**config.mk**
```make
export PLATFORM = sky130hd
export DESIGN_NAME = clk_div_ctrl_flat
export DESIGN_NICKNAME = d
export VERILOG_FILES = /design/src/rtl/clk_div_ctrl_if.sv /design/src/rtl/clk_div_ctrl.sv /design/src/flat_wrapper.sv
export SDC_FILE = /design/constraint.sdc
export NUM_CORES = 1
export LEC_CHECK = 0
export ABC_AREA = 0
export BUFFER_PORTS_ARGS = -buffer_cell sky130_fd_sc_hd__buf_4
export CORE_MARGIN = 5
export CORE_UTILIZATION = 53
export DETAILED_ROUTE_END_ITERATION = 7
export PLACE_DENSITY = 0.82
export REMOVE_ABC_BUFFERS = 1
export SYNTH_ARGS = -nofsm -noshare
export SYNTH_HDL_FRONTEND = slang
export SYNTH_SLANG_ARGS = --single-unit
```
**constraint.sdc**
```tcl
create_clock -name clk_in -period 4.7 [get_ports clk_in]
set_input_delay 0 -clock clk_in [delete_from_list [all_inputs] [get_ports clk_in]]
set_output_delay 0 -clock clk_in [all_outputs]
set_load 0.02 [all_outputs]
```
**src/rtl/clk_div_ctrl_if.sv**
```systemverilog
`default_nettype none
// ============================================================================
// Module   : clk_div_ctrl_if
// Brief    : Divide-ratio configuration handshake (valid/ready plus error flag)
// Revision : 1.0
// ============================================================================
interface clk_div_ctrl_if #(
    parameter int DIV_W = 8
);
    logic             cfg_valid;
    logic [DIV_W-1:0] cfg_div;
    logic             cfg_ready;
    logic             cfg_err;

    modport master (
        output cfg_valid,
        output cfg_div,
        input  cfg_ready,
        input  cfg_err
    );

    modport slave (
        input  cfg_valid,
        input  cfg_div,
        output cfg_ready,
        output cfg_err
    );
endinterface
`default_nettype wire

```
**src/rtl/clk_div_ctrl.sv**
```systemverilog
`default_nettype none
// ============================================================================
// Module   : clk_div_ctrl
// Brief    : Run-time clock divider with glitch-free ratio and start/stop updates
// Revision : 1.0
// ============================================================================
module clk_div_ctrl #(
    parameter int DIV_W       = 8,
    parameter int DEFAULT_DIV = 8
) (
    input  wire logic             clk_in,
    input  wire logic             rstn,
    input  wire logic             en,
    clk_div_ctrl_if.slave         cfg,
    output logic                  clk_out,
    output logic                  tick,
    output logic                  active,
    output logic [DIV_W-1:0]      cur_div
);

    localparam logic [DIV_W-1:0] c_ONE     = DIV_W'(1);
    localparam logic [DIV_W-1:0] c_TWO     = DIV_W'(2);
    localparam logic [DIV_W-1:0] c_DEF_DIV = DIV_W'(DEFAULT_DIV);

    typedef enum logic [1:0] {
        ST_IDLE = 2'd0,
        ST_RUN  = 2'd1,
        ST_STOP = 2'd2
    } state_t;

    state_t           r_state;
    state_t           w_state_nxt;
    logic [DIV_W-1:0] r_cnt;
    logic [DIV_W-1:0] w_cnt_nxt;
    logic [DIV_W-1:0] r_div;
    logic [DIV_W-1:0] w_div_nxt;
    logic [DIV_W-1:0] r_pend_div;
    logic [DIV_W-1:0] w_high_nxt;
    logic             r_pend;
    logic             w_pend_nxt;
    logic             r_cfg_err;
    logic             r_clk_out;
    logic             r_active;
    logic             w_accept;
    logic             w_legal;
    logic             w_wrap;

    assign w_wrap   = (r_state != ST_IDLE) && (r_cnt == (r_div - c_ONE));
    assign w_accept = cfg.cfg_valid && !r_pend;
    assign w_legal  = (cfg.cfg_div >= c_TWO);

    always_comb begin
        w_state_nxt = r_state;
        w_cnt_nxt   = r_cnt;
        w_div_nxt   = r_div;
        w_pend_nxt  = r_pend;

        case (r_state)
            ST_IDLE: begin
                w_cnt_nxt = '0;
                if (r_pend) begin
                    w_div_nxt  = r_pend_div;
                    w_pend_nxt = 1'b0;
                end
                if (en) begin
                    w_state_nxt = ST_RUN;
                end
            end
            ST_RUN: begin
                if (!en) begin
                    w_state_nxt = ST_STOP;
                end
            end
            ST_STOP: begin
                if (en) begin
                    w_state_nxt = ST_RUN;
                end else if (w_wrap) begin
                    w_state_nxt = ST_IDLE;
                end
            end
            default: begin
                w_state_nxt = ST_IDLE;
            end
        endcase

        // A new ratio only ever takes effect where a period begins.
        if (r_state != ST_IDLE) begin
            if (w_wrap) begin
                w_cnt_nxt = '0;
                if (r_pend) begin
                    w_div_nxt  = r_pend_div;
                    w_pend_nxt = 1'b0;
                end
            end else begin
                w_cnt_nxt = r_cnt + c_ONE;
            end
        end

        if (w_accept && w_legal) begin
            w_pend_nxt = 1'b1;
        end

        w_high_nxt = w_div_nxt - (w_div_nxt >> 1);
    end

    always_ff @(posedge clk_in or negedge rstn) begin
        if (!rstn) begin
            r_state    <= ST_IDLE;
            r_cnt      <= '0;
            r_div      <= c_DEF_DIV;
            r_pend     <= 1'b0;
            r_pend_div <= c_DEF_DIV;
            r_cfg_err  <= 1'b0;
            r_clk_out  <= 1'b0;
            r_active   <= 1'b0;
        end else begin
            r_state   <= w_state_nxt;
            r_cnt     <= w_cnt_nxt;
            r_div     <= w_div_nxt;
            r_pend    <= w_pend_nxt;
            r_cfg_err <= w_accept && !w_legal;
            if (w_accept && w_legal) begin
                r_pend_div <= cfg.cfg_div;
            end
            // Output level is computed from next-cycle state so it stays a pure register.
            r_clk_out <= (w_state_nxt != ST_IDLE) && (w_cnt_nxt < w_high_nxt);
            r_active  <= (w_state_nxt != ST_IDLE);
        end
    end

    assign cfg.cfg_ready = !r_pend;
    assign cfg.cfg_err   = r_cfg_err;
    assign clk_out       = r_clk_out;
    assign tick          = w_wrap;
    assign active        = r_active;
    assign cur_div       = r_div;

endmodule
`default_nettype wire

```
**src/flat_wrapper.sv**
```systemverilog
// flat-port wrapper written by rule: the top's interface ports become plain ports
module clk_div_ctrl_flat 
#(
    parameter int DIV_W       = 8,
    parameter int DEFAULT_DIV = 8
)
  (clk_in, rstn, en, clk_out, tick, active, cur_div, cfg_cfg_valid, cfg_cfg_div, cfg_cfg_ready, cfg_cfg_err);
  clk_div_ctrl_if #(.DIV_W(DIV_W)) cfg_i ();
  input  wire logic clk_in;
  input  wire logic rstn;
  input  wire logic en;
  output logic clk_out;
  output logic tick;
  output logic active;
  output logic [DIV_W-1:0] cur_div;
  input wire logic [$bits(cfg_i.cfg_valid)-1:0] cfg_cfg_valid;
  input wire logic [$bits(cfg_i.cfg_div)-1:0] cfg_cfg_div;
  output wire logic [$bits(cfg_i.cfg_ready)-1:0] cfg_cfg_ready;
  output wire logic [$bits(cfg_i.cfg_err)-1:0] cfg_cfg_err;
  assign cfg_i.cfg_valid = cfg_cfg_valid;
  assign cfg_i.cfg_div = cfg_cfg_div;
  assign cfg_cfg_ready = cfg_i.cfg_ready;
  assign cfg_cfg_err = cfg_i.cfg_err;
  clk_div_ctrl #(.DIV_W(DIV_W), .DEFAULT_DIV(DEFAULT_DIV)) u_core (.clk_in(clk_in), .rstn(rstn), .en(en), .cfg(cfg_i), .clk_out(clk_out), .tick(tick), .active(active), .cur_div(cur_div));
endmodule
```
Word level (Yosys, flattened, before mapping):

Index checks and enable logic that the tools add are counted.
Widths: inputs -> output; s select.

* add/sub/neg operators: 3
* $lt $le $gt $ge: 2
* equality and inequality tests: 3
* mux-type cells: 18
* reduce and logical (&&, ||, !) cells: 10

Operator list (count)
* $mux 8: 8
* $add 8x1->8 const B: 1
* $eq 8x8->1: 1
* $ge 8x2->1 const B: 1
* $lt 8x8->1: 1
* $mux 2: 4
* $sub 8x1->8 const B: 1
* $sub 8x7->8: 1
* $pmux 2 s3: 1
* $logic_and 1x1->1: 5
* $mux 1: 5
* $reduce_bool 2->1: 2
* $eq 2x1->1 const B: 1
* $eq 2x2->1 const B: 1
* $logic_not 1->1: 2
* $logic_not 2->1: 1

* flip-flop bits (word level): 30
* bits of input ports: 12
* output and inout port bits: 13
* word-level logic and storage cells: 44

Depth between registers and ports, before layout:

* word-level depth: 8
* depth in mapped cells: 23

Worst setup path after synthesis:

Ideal clock, no wire load.

* path kind: reg2reg
* start point: register u_core.r_div[0] (netlist: u_core.cur_div[0])
* end point: register u_core.r_clk_out (netlist: u_core.clk_out)
* arrival: 5.083 ns
* path slack: -0.449 ns
* stages on the path, launching flop included: 23
* path through: dfrtp_1 -> buf_2 -> inv_1 -> ha_1 -> or3b_1 -> or4_4 -> a2111oi_4 -> a31o_1 -> buf_6 -> nand2_4 -> clkbuf_1 -> mux2i_1 -> inv_1 -> ha_1 -> or3_1 -> o31ai_2 -> mux2_4 -> nor3_2 -> ha_1 -> nand4_1 -> nor2_1 -> a211oi_1 -> o311a_1

* cells in the longest elaborated chain, start to end: 8

Ends and longest elaborated chain
* start, declared: RTL line clk_div_ctrl.sv:35 `logic [DIV_W-1:0] r_div;`
* start signal, assigned: RTL line clk_div_ctrl.sv:110 `r_div <= c_DEF_DIV;`
* start signal, assigned: RTL line clk_div_ctrl.sv:119 `r_div <= w_div_nxt;`
* $sub 8x1->8: RTL line clk_div_ctrl.sv:48 `assign w_wrap = (r_state != ST_IDLE) && (r_cnt == (r_div - c_ONE));`
* $eq 8x8->1: RTL line clk_div_ctrl.sv:48
* $logic_and 1x1->1: RTL line clk_div_ctrl.sv:48
* $mux 8: RTL line clk_div_ctrl.sv:88 `if (w_wrap) begin`
* $mux 8: RTL line clk_div_ctrl.sv:87 `if (r_state != ST_IDLE) begin`
* via u_core.w_div_nxt[4]: RTL line clk_div_ctrl.sv:36 `logic [DIV_W-1:0] w_div_nxt;`
* $sub 8x7->8: RTL line clk_div_ctrl.sv:103 `w_high_nxt = w_div_nxt - (w_div_nxt >> 1);`
* $lt 8x8->1: RTL line clk_div_ctrl.sv:126 `r_clk_out <= (w_state_nxt != ST_IDLE) && (w_cnt_nxt < w_high_nxt);`
* $logic_and 1x1->1: RTL line clk_div_ctrl.sv:126
* end signal, assigned: RTL line clk_div_ctrl.sv:126
* end, declared: RTL line clk_div_ctrl.sv:42 `logic r_clk_out;`

The timed path passes the listed nets, and every way through them passes these cells.
A chain may end at the register's enable or synchronous reset.

Worst setup path after layout:

* start point: register u_core.r_div[0] (netlist: u_core.cur_div[0])
* end point: register u_core.r_clk_out (netlist: u_core.clk_out)

* cells in the longest elaborated chain, start to end: 8

Ends and longest elaborated chain (RTL line)
* $sub 8x1->8 or $mux 8 (tied branches): clk_div_ctrl.sv:48, clk_div_ctrl.sv:61
* $eq 8x8->1 or $mux 8 (tied branches): clk_div_ctrl.sv:48, clk_div_ctrl.sv:58
* $logic_and 1x1->1 or $mux 8 (tied branches): clk_div_ctrl.sv:48, clk_div_ctrl.sv:90
* $mux 8 or $mux 2 (tied branches): clk_div_ctrl.sv:88, clk_div_ctrl.sv:77
* $mux 8 or $mux 2 (tied branches): clk_div_ctrl.sv:87, clk_div_ctrl.sv:75
* $sub 8x7->8 or $pmux 2 s3 (tied branches): clk_div_ctrl.sv:103, clk_div_ctrl.sv:58
* $lt 8x8->1 or $reduce_bool 2->1 (tied branches): clk_div_ctrl.sv:126
* $logic_and 1x1->1 (*): clk_div_ctrl.sv:126

Every way passes the cells marked *; elsewhere a longest branch is shown, timed or not.

==> results_dict.tcl <==
set metrics [dict create \
    numPlacedInstances 306 \
    syn2layout_area_growth_pct 31.5 \
    skew_ns 0.00574 \
    synth_common_cells "28 x dfrtp_1, 18 x nor2_1, 17 x inv_1" \
    port_buffers 24 \
    p_total_mw 2.24 \
    worstMarginPinSlew_ns 0.441 \
    syn_area_sq_um 2130 \
    gp_congestion 0.834 \
    coreArea_sq_um 3940 \
    grt_pass1_vias 1936 \
    overflow 0 \
    drtPass1Iterations 6 \
    clock_path_buffers 2 \
    viasPerCell 5.91 \
    power_density_nw_per_um2 802 \
    drc_errors 0 \
    path_max_fanout 5 \
    synth_flop_cell "dfrtp_1" \
    num_antenna_cells 0 \
    die_h_um 73.3 \
    fin_crit_sh_pct 99.9 \
    cp-end-kind "flop" \
    grt_max_degree 31 \
    dieArea_sq_um 5380 \
    avgSynthCellArea_sq_um 9.53 \
    final_antenna_net_count 0 \
    drv_cap 0 \
    avgRoutedWirePerCell_um 16.6 \
    route.vias.total 1962 \
    setup_ws_ns 0.00330 \
    fin_cells 332 \
    synth-seq-cells 30 \
    cts-htree-levels 2 \
    drt_iter0_drc 129 \
    maxSlewHeadroom_pct 70.6 \
    netlist_instances 223 \
    synth_top_cell_area_share_pct 33.0 \
    cts_made_buffers 5 \
    die_x_um 73.3 \
    critPathKind "flop to flop" \
    status "finished, final reports clean" \
    rows 23 \
    grt_setup_unrepaired "yes" \
    synth_edf_count 0 \
    synthDistinctLibCells 53 \
    drt-total-wl_um 5510 \
    drv_slew 0 \
    cts_tree "yes" \
    place_ws_ns -0.0938 \
    cts_root_buf "clkbuf_8" \
    r2r-start "u_core.cur_div[0]" \
    clk_latency_ns 0.28 \
    synthArstFlopShare_pct 100 \
    ir_drop_mv 0.584 \
    dp_hpwl_um 3710 \
    yosysWarnings 0 \
    drive_above_1_share_pct 31.9 \
    arrival_ns 4.91 \
    r2r_end "u_core.clk_out" \
    setup_viol 0 \
    grt.total_usage_pct 21.4 \
    clock.fmax_mhz 213 \
    grt_first_pass_wirelength_um 8890 \
    start_util_pct 53.9 \
    synth_area_leaders "dfrtp_1 33%, ha_1 8.8%, mux2_2 6.4%" \
    grt_antenna_before_repair 0 \
    hold_violations 0 \
    io-pin-count 25 \
    path_cells "inv_2 -> ha_4 -> or3b_4 -> or4_4 -> a2111oi_4 -> a31o_1 -> nand2_4 -> mux2_4 -> ha_1 -> nor3_1 -> nor2_1 -> o31ai_4 -> buf_4 -> xnor2_2 -> ha_1 -> a21o_1 -> a21o_1 -> a211oi_2 -> o311a_1" \
    synth_area_leader_cell "dfrtp_1" \
    seq_area_frac_synth_pct 35.4 \
    cp.required_ns 4.92 \
    path_clk_slew_ns 0.07 \
    cp_slowest_stage_delay_ns 0.43 \
    p_leak_nw 1.30 \
    min_path_type "input pin to asynchronous set/reset pin" \
    cts.sinks 30 \
    synth_most_common_cell "dfrtp_1" \
    cp-start-kind "flop" \
    nNetsFinal 308 \
    crit_path_top_delay_cell "or4_4" \
    layout_min_cycle_time_ns 4.70 \
    r2r_setup_slack_ns 0.003 \
    reg2reg_depth 19 \
]
## through the flow
| step | TNS, ns | utilization, % | hold slack (ns) | area (sq um) |
|---|---|---|---|---|
| after floorplan | -0.397 | - | -0.296 | 2090 |
| after detailed placement | -0.0938 | 62.2 | -0.0492 | 2450 |
| after CTS | 0 | 69.0 | 0.191 | 2720 |
| final | 0 | 70.9 | 0.168 | 2800 |
| after global placement | 0 | 62.2 | -0.0497 | 2450 |
| after global routing | -0.137 | 70.9 | 0.208 | 2800 |
## worst max-delay path by stage
stage,startpoint,to,slack [ns],cells after the start
6_report,u_core.cur_div[0],u_core.clk_out,0.003,19
5_1_grt,u_core.cur_div[0],u_core.clk_out,-0.14,20
4_1_cts,u_core.cur_div[0],u_core.clk_out,0.01,20
3_5_place_dp,u_core.cur_div[0],u_core.clk_out,-0.09,19
3_3_place_gp,u_core.cur_div[0],u_core.clk_out,0.08,19
2_1_floorplan,u_core.cur_div[1],u_core.clk_out,-0.40,19
## critical path, delay by kind of cell (launching register included)
| kind | cells | cell delay, ns |
|---|---|---|
| adders and majority gates | 3 | 0.80 |
| muxes | 1 | 0.33 |
| DFF | 1 | 0.39 |
| and+or+nand+nor | 5 | 1.21 |
| xor gates and xnor gates | 1 | 0.12 |
| buffers and inverters | 2 | 0.25 |
| AOI/OAI and AO/OA | 7 | 1.52 |
## power breakdown
group,total [mW],leakage [nW],internal (mW),switching (mW)
Combinational,1.57,0.885,0.754,0.815
Sequential,0.461,0.369,0.344,0.117
Clock,0.214,0.0455,0.119,0.0947
## cell usage in the layout (no fill, tap or decap), drive strengths merged, types with 2 or more instances in the layout
cell type / instances
nand3: 13
ha: 15
o221ai: 2
o31ai: 2
xnor2: 11
a21o: 4
dfrtp: 28
clkbuf: 8
buf: 45
nand2: 14
and3: 5
or3b: 2
nor4: 2
inv: 17
xor2: 9
dfstp: 2
o21ai: 8
or4: 3
a211oi: 3
mux2: 14
nand2b: 3
nor2: 18
dlygate4sd3: 12
nor3b: 3
nor3: 9
a31oi: 4
and2: 2
a21oi: 8
## registers in the layout (all words and copies together), names as in the netlist
signal	cells
u_core.cur_div	8
u_core.clk_out	1
u_core.r_state	2
u_core.r_pend	1
u_core.cfg.cfg_err	1
u_core.r_cnt	8
u_core.active	1
u_core.r_pend_div	8
## cell families after synthesis
family | Yosys count | synth area share, %
compound gates | 41 | 14.2
mux | 15 | 8.06
fa+ha+maj | 15 | 8.83
xor+xnor | 20 | 8.24
buf+inv | 24 | 4.71
flops | 30 | 35.4
simple gates | 78 | 20.5
## area by class of cell
| type | count | area, sq um |
|---|---|---|
| flip-flops and latches | 30 | 753 |
| well taps | 50 | 62.6 |
| inverters | 17 | 63.8 |
| multi-input cells | 170 | 1370 |
| clock buffers | 8 | 90.1 |
| repair buffers | 57 | 458 |
| fillers | 252 | 1150 |
## timing repair
item / in CTS / in global routing
hold endpoints to repair: 40 / 0
pin swaps: 6 / 11
hold buffers: 12 / 0
endpoints found under the setup margin: 1 / 1
gates resized for setup: 8 / 12
cloned: 1 / 0
buffers inserted: 2 / 3
## metal layers
| layer | global-route usage [%] | part of all wire, % | vias to the layer above |
|---|---|---|---|
| met5 | 0 | 0 | - |
| met4 | 9.86 | 4.3 | 0 |
| met3 | 4.38 | 5.7 | 22 |
| met2 | 35.9 | 49 | 70 |
| met1 | 26.2 | 41 | 955 |
| li1 | - | - | 915 |
Note: power is estimated with default switching activity, not from simulation.
